**src/rtl/present_pool_ctrl.sv**
```systemverilog
// present_pool_ctrl
// Manages a pool of present (power-up) slots. A dropPresent request claims the
// lowest-index free slot, pulses its presentReset for one cycle, latches a
// pseudo-random type and then runs the slot through ACTIVE and BLINK until it
// is picked up, hit by the rope or times out.
//
// Ports
//   clk                 system clock
//   reset               asynchronous, active-high reset
//   startOfFrame        one-cycle pulse per video frame
//   dropPresent         one-cycle spawn request
//   col_player_present  per-slot player collision level
//   col_rope_present    per-slot rope collision level
//   presentVisible      per-slot draw enable
//   presentReset        per-slot one-cycle reposition pulse (DEPLOY)
//   present_type        per-slot type, slot i at [i*TYPE_W +: TYPE_W]
//   col_present         pulse: any qualified collision in the previous cycle
//   collected           per-slot pickup pulse
//   collected_type      type of the lowest-index collected slot (0 if none)
//   dropMissed          pulse: spawn request with no free slot
module present_pool_ctrl #(
    parameter int          N_PRESENTS   = 3,
    parameter int          TYPE_W       = 2,
    parameter int          LIFE_FRAMES  = 300,
    parameter int          BLINK_FRAMES = 60,
    parameter int          BLINK_PERIOD = 8,
    parameter logic [15:0] LFSR_SEED    = 16'hACE1
) (
    input  logic                         clk,
    input  logic                         reset,
    input  logic                         startOfFrame,
    input  logic                         dropPresent,
    input  logic [N_PRESENTS-1:0]        col_player_present,
    input  logic [N_PRESENTS-1:0]        col_rope_present,
    output logic [N_PRESENTS-1:0]        presentVisible,
    output logic [N_PRESENTS-1:0]        presentReset,
    output logic [N_PRESENTS*TYPE_W-1:0] present_type,
    output logic                         col_present,
    output logic [N_PRESENTS-1:0]        collected,
    output logic [TYPE_W-1:0]            collected_type,
    output logic                         dropMissed
);

    localparam int MAX_FRAMES = (LIFE_FRAMES > BLINK_FRAMES) ? LIFE_FRAMES : BLINK_FRAMES;
    localparam int BLINK_BIT  = $clog2(BLINK_PERIOD);
    localparam int CNT_W_A    = $clog2(MAX_FRAMES + 1);
    // Counter must be wide enough to hold the blink phase bit as well
    localparam int CNT_W      = (CNT_W_A > BLINK_BIT + 1) ? CNT_W_A : BLINK_BIT + 1;
    localparam logic [CNT_W-1:0] LIFE_LAST  = CNT_W'(LIFE_FRAMES - 1);
    localparam logic [CNT_W-1:0] BLINK_LAST = CNT_W'(BLINK_FRAMES - 1);

    typedef enum logic [1:0] {
        S_IDLE   = 2'd0,
        S_DEPLOY = 2'd1,
        S_ACTIVE = 2'd2,
        S_BLINK  = 2'd3
    } slot_state_t;

    slot_state_t                 state_r     [N_PRESENTS];
    slot_state_t                 state_nxt_s [N_PRESENTS];
    logic [CNT_W-1:0]            cnt_r       [N_PRESENTS];
    logic [CNT_W-1:0]            cnt_nxt_s   [N_PRESENTS];
    logic [15:0]                 lfsr_r;
    logic [N_PRESENTS-1:0]       idle_s;
    logic [N_PRESENTS-1:0]       alloc_s;
    logic                        any_idle_s;
    logic [N_PRESENTS-1:0]       hit_s;
    logic [N_PRESENTS-1:0]       pick_s;
    logic [N_PRESENTS-1:0]       visible_nxt_s;
    logic [N_PRESENTS-1:0]       deploy_nxt_s;
    logic [N_PRESENTS*TYPE_W-1:0] type_nxt_s;
    logic [TYPE_W-1:0]           ctype_s;

    // Fibonacci LFSR, taps 16,14,13,11
    function automatic logic [15:0] lfsr_step(input logic [15:0] v);
        return {v[14:0], v[15] ^ v[13] ^ v[12] ^ v[10]};
    endfunction

    // Allocation: isolate the lowest set bit of the idle mask
    always_comb begin
        for (int i = 0; i < N_PRESENTS; i++) begin
            idle_s[i] = (state_r[i] == S_IDLE);
        end
        any_idle_s = |idle_s;
        alloc_s    = dropPresent ? (idle_s & (~idle_s + N_PRESENTS'(1))) : {N_PRESENTS{1'b0}};
    end

    // Per-slot next-state, frame counter and derived output values
    always_comb begin
        for (int i = 0; i < N_PRESENTS; i++) begin
            state_nxt_s[i] = state_r[i];
            cnt_nxt_s[i]   = cnt_r[i];
            // Collisions only count once the object is on screen
            hit_s[i]  = ((state_r[i] == S_ACTIVE) || (state_r[i] == S_BLINK)) &&
                        (col_player_present[i] || col_rope_present[i]);
            pick_s[i] = hit_s[i] && col_player_present[i];
            case (state_r[i])
                S_IDLE: begin
                    if (alloc_s[i]) begin
                        state_nxt_s[i] = S_DEPLOY;
                        cnt_nxt_s[i]   = {CNT_W{1'b0}};
                    end else begin
                        state_nxt_s[i] = S_IDLE;
                    end
                end
                S_DEPLOY: begin
                    state_nxt_s[i] = S_ACTIVE;
                    cnt_nxt_s[i]   = {CNT_W{1'b0}};
                end
                S_ACTIVE: begin
                    // Collision takes priority over the lifetime counter
                    if (hit_s[i]) begin
                        state_nxt_s[i] = S_IDLE;
                        cnt_nxt_s[i]   = {CNT_W{1'b0}};
                    end else if (startOfFrame) begin
                        if (cnt_r[i] >= LIFE_LAST) begin
                            state_nxt_s[i] = S_BLINK;
                            cnt_nxt_s[i]   = {CNT_W{1'b0}};
                        end else begin
                            cnt_nxt_s[i] = cnt_r[i] + CNT_W'(1);
                        end
                    end else begin
                        state_nxt_s[i] = S_ACTIVE;
                    end
                end
                S_BLINK: begin
                    if (hit_s[i]) begin
                        state_nxt_s[i] = S_IDLE;
                        cnt_nxt_s[i]   = {CNT_W{1'b0}};
                    end else if (startOfFrame) begin
                        if (cnt_r[i] >= BLINK_LAST) begin
                            state_nxt_s[i] = S_IDLE;
                            cnt_nxt_s[i]   = {CNT_W{1'b0}};
                        end else begin
                            cnt_nxt_s[i] = cnt_r[i] + CNT_W'(1);
                        end
                    end else begin
                        state_nxt_s[i] = S_BLINK;
                    end
                end
                default: begin
                    state_nxt_s[i] = S_IDLE;
                    cnt_nxt_s[i]   = {CNT_W{1'b0}};
                end
            endcase
            visible_nxt_s[i] = (state_nxt_s[i] == S_ACTIVE) ||
                               ((state_nxt_s[i] == S_BLINK) && !cnt_nxt_s[i][BLINK_BIT]);
            deploy_nxt_s[i]  = (state_nxt_s[i] == S_DEPLOY);
            // Type is captured from the LFSR during the DEPLOY cycle
            if (state_r[i] == S_DEPLOY) begin
                type_nxt_s[i*TYPE_W +: TYPE_W] = lfsr_r[TYPE_W-1:0];
            end else begin
                type_nxt_s[i*TYPE_W +: TYPE_W] = present_type[i*TYPE_W +: TYPE_W];
            end
        end
    end

    // Type of the lowest-index picked-up slot; scanning downwards lets index 0 win
    always_comb begin
        ctype_s = {TYPE_W{1'b0}};
        for (int i = N_PRESENTS - 1; i >= 0; i--) begin
            if (pick_s[i]) begin
                ctype_s = present_type[i*TYPE_W +: TYPE_W];
            end else begin
                ctype_s = ctype_s;
            end
        end
    end

    // Slot state and frame counter registers
    always_ff @(posedge clk or posedge reset) begin
        if (reset) begin
            for (int i = 0; i < N_PRESENTS; i++) begin
                state_r[i] <= S_IDLE;
                cnt_r[i]   <= {CNT_W{1'b0}};
            end
        end else begin
            for (int i = 0; i < N_PRESENTS; i++) begin
                state_r[i] <= state_nxt_s[i];
                cnt_r[i]   <= cnt_nxt_s[i];
            end
        end
    end

    // Free-running type LFSR
    always_ff @(posedge clk or posedge reset) begin
        if (reset) begin
            lfsr_r <= LFSR_SEED;
        end else begin
            lfsr_r <= lfsr_step(lfsr_r);
        end
    end

    // Registered outputs, computed from next-state values so they track the slot state
    always_ff @(posedge clk or posedge reset) begin
        if (reset) begin
            presentVisible <= {N_PRESENTS{1'b0}};
            presentReset   <= {N_PRESENTS{1'b0}};
            present_type   <= {(N_PRESENTS*TYPE_W){1'b0}};
            col_present    <= 1'b0;
            collected      <= {N_PRESENTS{1'b0}};
            collected_type <= {TYPE_W{1'b0}};
            dropMissed     <= 1'b0;
        end else begin
            presentVisible <= visible_nxt_s;
            presentReset   <= deploy_nxt_s;
            present_type   <= type_nxt_s;
            col_present    <= |hit_s;
            collected      <= pick_s;
            collected_type <= ctype_s;
            dropMissed     <= dropPresent & ~any_idle_s;
        end
    end

endmodule

```
**config.mk**
```make
export PLATFORM = sky130hd
export DESIGN_NAME = present_pool_ctrl
export DESIGN_NICKNAME = d
export VERILOG_FILES = /design/src/rtl/present_pool_ctrl.sv
export SDC_FILE = /design/constraint.sdc
export NUM_CORES = 1
export LEC_CHECK = 0
export BUFFER_PORTS_ARGS = -buffer_cell sky130_fd_sc_hd__buf_4
export CORE_ASPECT_RATIO = 1.1
export CORE_UTILIZATION = 59
export DETAILED_ROUTE_END_ITERATION = 8
export HOLD_SLACK_MARGIN = 0.02
export PLACE_DENSITY_LB_ADDON = 0.05
export SLEW_MARGIN = 20
export SYNTH_ARGS = -nofsm -noshare
export SYNTH_HDL_FRONTEND = slang
export SYNTH_SLANG_ARGS = --single-unit
```
**constraint.sdc**
```tcl
create_clock -name clk -period 2.6 [get_ports clk]
set_input_delay 0.52 -clock clk [delete_from_list [all_inputs] [get_ports clk]]
set_output_delay 0.52 -clock clk [all_outputs]
set_load 0.02 [all_outputs]
```
==> metrics.md, run 1 <==
| Metric | Value |
|---|---|
| Outcome | `finished clean` |
| Dpl hpwl | `4451 um` |
| Mapped cell area | `3206 um^2` |
| CTS hold repair buffers | `0` |
| Post-synthesis mux area share | `0.02459` |
| Count of input and output buffers | `28` |
| DR iter-0 viols | `135` |
| Startpoint of the worst-slack reg-to-reg timing path | `state_r[5]$_DFF_PP0_` |
| Clock sinks | `68` |
| CTS Buf Count | `9` |
| Final GP Congestion | `0.8733` |
| Yosys cell types | `53` |
| Flops & latches, synth | `68` |
| Row cnt | `27` |
| Initial Utilization | `0.6284` |
| Post-CTS setup buffers | `0` |
| Hold/Removal Path Class | `in2async` |
| Synth warn | `0` |
| Final Hold Vio Count | `0` |
| Crit path DAT | `2.49 ns` |
| Post-Synth Simple-Gate Area | `0.1741` |
| Top-area cell type share of the netlist area | `0.4684` |
| Main combinational cell family by area after synthesis | `compound AO/OA/AOI/OAI gates` |
| Critical path type | `reg2reg` |
| Setup TNS | `0 ns` |
| Vias | `2550` |
| R2R setup slack | `0.37 ns` |
| Fillers | `387` |
| First-pass GRT wire length | `10940 um` |
| WP data required | `2.86 ns` |
| Setup violators final | `0` |
| CTS clk-pin slew, worst paths | `0.08 ns` |
| Via density | `5.958` |
| Peak supply drop | `0.0005733 V` |
| Fmax | `448.3 MHz` |
| CORE AREA | `5101 um^2` |
| DRT Wirelength | `6467 um` |
| Max-slew violations | `0` |
| Dominant cells by area after synthesis | `dfrtp_1, dfstp_2, o21ai_0, nand3_1, nand2_1` |
| Post-Syn Instances | `322` |
| Critical path launch point | `state_r[5]$_DFF_PP0_` |
| Number of global-route vias before repair | `2378` |
| Die Ht | `79.31 um` |
| Adder-Cell Fraction of Synth Area | `0.01483` |
| Worst-margin pin slew | `0.6337 ns` |
| FFs w/ async S/R, synth | `1.000` |
| Clock insertion delay at the later pin of the skew report | `0.35 ns` |
| Critical-path cell list | `or3b_1 > a221o_1 > or3_4 > or3_1 > o21ai_0` |
| Multi-input logic area | `1379 um^2` |
| Crit path time final | `2.231 ns` |
| Pwr Density | `802.2 nW/um^2` |
| Dpl ws | `0.2514 ns` |
| Global route overflow | `0` |
| Clock Skew | `0.01026 ns` |
| Syn nets | `335` |
| Post-DR wirelength/cell | `15.11 um` |
| CTS tree | `yes` |
| Register Area | `1712 um^2` |
| Critical path startpoint category | `flop` |
| All-layer global routing usage | `0.2525` |
| P&R area growth vs syn | `15.85%` |
| Floorplan die width | `72.28 um` |
| Root Buffer | `clkbuf_8` |
| Synth Flop Type | `dfrtp_1` |
| Tot Pwr | `2979 uW` |
| Rel. slew slack | `0.5747` |
| Post-DP Area | `3497 um^2` |
| P_leak | `0.001723 uW` |
| Clock tree buffer depth | `2` |
| Post-synth EDFFs | `0` |
| Worst-path fanout max | `11` |
| Critical path buffer and inverter count | `0` |
| H-tree levels | `3` |
| XOR/XNOR share of the synthesized area | `0.01639` |
| # DRC | `0` |
| CP endpoint kind | `flop` |
| CP max stage delay | `0.50 ns` |
| Layout net count | `364` |
| Cells on worst reg2reg path | `5` |
| Mean Syn Cell Area | `9.955 um^2` |
| Area leader, netlist | `dfrtp_1` |
| Drt pass-1 iters | `5` |
| Post-DRT Antenna Nets | `0` |
| Register area share after synthesis | `0.5340` |
| Max Cap Viol | `0` |
| Resized cells post-CTS | `0` |
| Slack of the critical path | `0.3693 ns` |
| Stages on worst setup path | `5` |
| I/O Pins | `29` |
| Slowest CP cell | `dfrtp_1` |
| Initial antenna violation count | `0` |
| Number of diodes | `0` |
| Crit path max-delay family | `simple AND/OR/NAND/NOR gates` |
| Final instance area | `3714 um^2` |
| Critical path endpoint | `cnt_r[25]$_DFFE_PP0P_` |
| RR Endpoint | `cnt_r[25]$_DFFE_PP0P_` |
| Tcrit/Tclk final | `0.8580` |
| RSZ-0062 raised after global routing | `no` |
| Compound-Gate Fraction of Synth Area | `0.2002` |
| Largest net degree at the start of global routing | `69` |
| Die ar. | `5732 um^2` |
| Share of cells above drive strength 1 | `0.1994` |
==> per-stage QoR <==
stage	utilization	hold slack, ns	std cells
3_3_place_gp	0.6856	0.3363	412
2_1_floorplan	-	0.3312	322
4_1_cts	0.7280	0.2529	428
5_1_grt	0.7280	0.2718	428
6_report	0.7280	0.2336	428
3_5_place_dp	0.6856	0.3383	412
==> registers in the layout (all words and copies together) (netlist names) <==
name and count:
col_present 1, collected_type 2, presentReset 3, state_r 6
cnt_r 27, dropMissed 1, collected 3, presentVisible 3
lfsr_r 16, present_type 6
==> metal layers <==
metal  up-vias  track usage  routed length, um
li1       1234            -                  -
met1      1232       0.3407               2912
met2        68       0.3841               3167
met3        16      0.04442                246
met4         0       0.1431                141
met5         -            0                  0
==> where the power goes <==
| group | internal (uW) | switching, uW | total (uW) |
|---|---|---|---|
| Sequential | 1170 | 133 | 1310 |
| Clock | 540 | 397 | 937 |
| Combinational | 308 | 428 | 736 |
| Total | 2020 | 958 | 2980 |
==> cell type report <==
type	count	share of cell area
Sequential cell	68	0.4609
Multi-Input combinational cell	224	0.3713
Timing Repair Buffer	33	0.07008
Clock buffer	10	0.03437
Tap cell	72	0.02426
Clock inverter	6	0.02392
Inverter	15	0.01516
==> cell usage in the layout, fill, tap and decap left out, drive strengths merged, types with 8 or more instances in the layout <==
master	n
nor2	19
nor3	9
o21ai	31
dfrtp	60
dfstp	8
a21oi	16
nand2	24
inv	14
nand3	20
clkbuf	10
buf	33
==> cell usage after synthesis, types with 2 or more instances <==
cell	count
mux2_2	7
a41oi_1	4
nor4_1	2
a211o_1	2
nand3_1	20
nand2_1	24
inv_1	14
o221ai_1	2
ha_1	3
o22ai_1	4
or2_2	3
o31ai_1	2
a22oi_1	2
and4b_1	2
a21o_1	7
dfrtp_1	60
nor2b_1	3
a21oi_1	16
clkbuf_1	13
a31oi_1	7
nor2_1	19
nor3_1	9
and2_1	6
or3_1	5
nand2b_1	4
xnor2_1	3
a22o_1	5
a211oi_1	3
o21ai_0	30
xor2_1	3
buf_2	2
and3_1	5
nand4_1	2
dfstp_2	8
a221oi_1	3
==> worst min path at each step <==
stage                             start                           to  slack [ns]  cells after the start
global route                      reset  collected_type[0]$_DFF_PP0_        0.27                      3
detailed placement  lfsr_r[9]$_DFF_PP0_         lfsr_r[10]$_DFF_PP1_        0.34                      0
CTS                               reset  collected_type[0]$_DFF_PP0_        0.25                      3
finish                            reset  collected_type[0]$_DFF_PP0_        0.23                      3
global placement    lfsr_r[8]$_DFF_PP0_          lfsr_r[9]$_DFF_PP0_        0.34                      0
floorplan           lfsr_r[2]$_DFF_PP0_          lfsr_r[3]$_DFF_PP0_        0.33                      0
==> logic make-up after synthesis <==
group | count (synthesis)
buffers and inverters | 30
and+or+nand+nor | 109
muxes | 7
adders and majority gates | 4
AOI/OAI and AO/OA | 98
xor gates and xnor gates | 6
DFF | 68
==> worst min-delay path, cell delays in order <==
cell and delay [ns]:
buf_4 0.11, inv_2 0.06, buf_12 0.30
No activity file was read; power rests on OpenSTA's default activity.
==> run 2, diff against run 1 <==
--- a/config.mk
+++ b/config.mk
@@ -10,7 +10,9 @@
 export CORE_UTILIZATION = 59
 export DETAILED_ROUTE_END_ITERATION = 8
 export HOLD_SLACK_MARGIN = 0.02
+export MAX_ROUTING_LAYER = met4
 export PLACE_DENSITY_LB_ADDON = 0.05
+export RECOVER_POWER = 100
 export SLEW_MARGIN = 20
 export SYNTH_ARGS = -nofsm -noshare
 export SYNTH_HDL_FRONTEND = slang
==> constraint.sdc (replaced) <==
create_clock -name clk -period 2.2 [get_ports clk]
set_input_delay 0.44 -clock clk [delete_from_list [all_inputs] [get_ports clk]]
set_output_delay 0.44 -clock clk [all_outputs]
set_load 0.02 [all_outputs]
==> run 2 against run 1 <==
Effect of this change: the run now ends with max-capacitance violations, max-slew violations left; maximum frequency is 7.4% higher; non-clock buffer count increased by 6; flip-flop and latch count is the same; hold slack improved by 0.12 ns; critical path depth increased by 2; utilization shrank 0.93 points; first-iteration DRC count up 31%.
==> metrics.md, run 2 (synthesis results as in run 1) <==
| Metric | Value |
|---|---|
| Largest net degree at the start of global routing | `69` |
| Dpl hpwl | `4552 um` |
| Share of cells above drive strength 1 | `0.1409` |
| First-pass GRT wire length | `11490 um` |
| I/O Pins | `29` |
| Biggest regs | `cnt_r (27), lfsr_r (16)` |
| Most frequent cells in the layout | `dfrtp_1, o21ai_0, nand2_1, clkbuf_1, nand3_1` |
| Final instance area | `3666 um^2` |
| P&R area growth vs syn | `14.36%` |
| Global route overflow | `0` |
| Worst-path fanout max | `5` |
| Rel. slew slack | `-0.09586` |
| CTS clk-pin slew, worst paths | `0.08 ns` |
| Final GP Congestion | `0.8724` |
| Clock insertion delay at the later pin of the skew report | `0.34 ns` |
| H-tree levels | `3` |
| Via density | `5.968` |
| Final Hold Vio Count | `0` |
| Clock sinks | `68` |
| Drt pass-1 iters | `4` |
| Failing checks | `max-capacitance violations, max-slew violations` |
| Setup violators final | `0` |
| Number of global-route vias before repair | `2479` |
| Crit path DAT | `2.36 ns` |
| P_leak | `0.001661 uW` |
| Cell Count, Final, Fillers Out | `434` |
| Post-DRT Antenna Nets | `0` |
| CP endpoint kind | `flop` |
| Fmax | `481.4 MHz` |
| CTS Buf Count | `9` |
| Tot Pwr | `3515 uW` |
| Largest register FFs | `27` |
| Row cnt | `27` |
| Post-DR wirelength/cell | `15.76 um` |
| Vias | `2590` |
| Most common cell after layout, fill and taps aside | `dfrtp_1` |
| Critical path type | `reg2reg` |
| Dpl ws | `0.06501 ns` |
| Outcome | `finished with violations` |
| Tcrit/Tclk final | `0.9442` |
| DR iter-0 viols | `177` |
| Slack of the critical path | `0.1228 ns` |
| Max Cap Viol | `1` |
| Crit path time final | `2.077 ns` |
| Number of diodes | `0` |
| Layout net count | `370` |
| Worst-margin pin slew | `1.644 ns` |
| Pwr Density | `958.8 nW/um^2` |
| Clock Skew | `0.008437 ns` |
| Die Ht | `79.31 um` |
| # placed instances | `418` |
| Root Buffer | `clkbuf_8` |
| Setup TNS | `0 ns` |
| RSZ-0062 raised after global routing | `no` |
| Die ar. | `5732 um^2` |
| DRT Wirelength | `6842 um` |
| Max-slew violations | `69` |
| Post-DP Area | `3542 um^2` |
| Top reg by flops | `cnt_r` |
| CORE AREA | `5101 um^2` |
| Clock tree buffer depth | `2` |
| Peak supply drop | `0.0008063 V` |
| Post-CTS setup buffers | `0` |
| CTS tree | `yes` |
| Initial Utilization | `0.6284` |
| Critical path startpoint category | `flop` |
| WP data required | `2.48 ns` |
| Initial antenna violation count | `0` |
| Count of input and output buffers | `28` |
| Hold/Removal Path Class | `reg2reg` |
| Floorplan die width | `72.28 um` |
| All-layer global routing usage | `0.2696` |
| # DRC | `0` |
## run 2: area by class of cell
type                    instances  area, um^2
flip-flops and latches         68        1712
repair buffers                 39       200.2
well taps                      72       90.09
clock buffers                   9       123.9
clock inverters                 7       91.34
inverters                      15       56.30
fillers                       397        1435
multi-input cells             224        1393
## run 2: power by group
| part | internal, uW | switching, uW | total (uW) |
|---|---|---|---|
| Combinational | 317 | 550 | 867 |
| Clock | 634 | 487 | 1120 |
| Sequential | 1390 | 140 | 1530 |
| Total | 2340 | 1180 | 3510 |
## run 2: worst paths after layout
| kind | start | endpoint | slack, ns | depth (start not counted) |
|---|---|---|---|---|
| hold reg to reg | lfsr_r[6]$_DFF_PP1_ | lfsr_r[7]$_DFF_PP1_ | 0.36 | 0 |
| setup reg to reg | cnt_r[18]$_DFFE_PP0P_ | cnt_r[22]$_DFFE_PP0P_ | 0.12 | 7 |
| setup / recovery | cnt_r[18]$_DFFE_PP0P_ | cnt_r[22]$_DFFE_PP0P_ | 0.12 | 7 |
| max in group asynchronous | reset | cnt_r[1]$_DFFE_PP0P_ | 0.55 | 3 |
| min in group asynchronous | reset | collected[1]$_DFF_PP0_ | 0.67 | 3 |
| hold / removal | lfsr_r[6]$_DFF_PP1_ | lfsr_r[7]$_DFF_PP1_ | 0.36 | 0 |
## run 2: per-layer routing
layer,vias to the layer above,track usage,wire [um]
met5,-,-,0
met4,0,0.1216,86
met3,8,0.03426,275
met2,67,0.4299,3374
met1,1262,0.3459,3105
li1,1253,-,-
## run 2: through the flow
step	utilization	hold WS (ns)
after floorplan	-	0.3312
after global routing	0.7187	0.3644
after CTS	0.7366	0.1827
after detailed placement	0.6944	0.3378
after global placement	0.6944	0.3360
final	0.7187	0.3584
## run 2: worst max-delay path, stage by stage (launching register included)
cell and delay [ns]:
dfrtp_1 0.42, ha_1 0.26, a211o_1 0.28, and4b_1 0.27, or3_4 0.34, clkbuf_1 0.16, nor3_1 0.19, a21o_1 0.10
## run 2: timing repair
| item | CTS | global route |
|---|---|---|
| resized for setup | 0 | 2 |
| hold buffers | 0 | 0 |
| setup endpoints to repair | 0 | 10 |
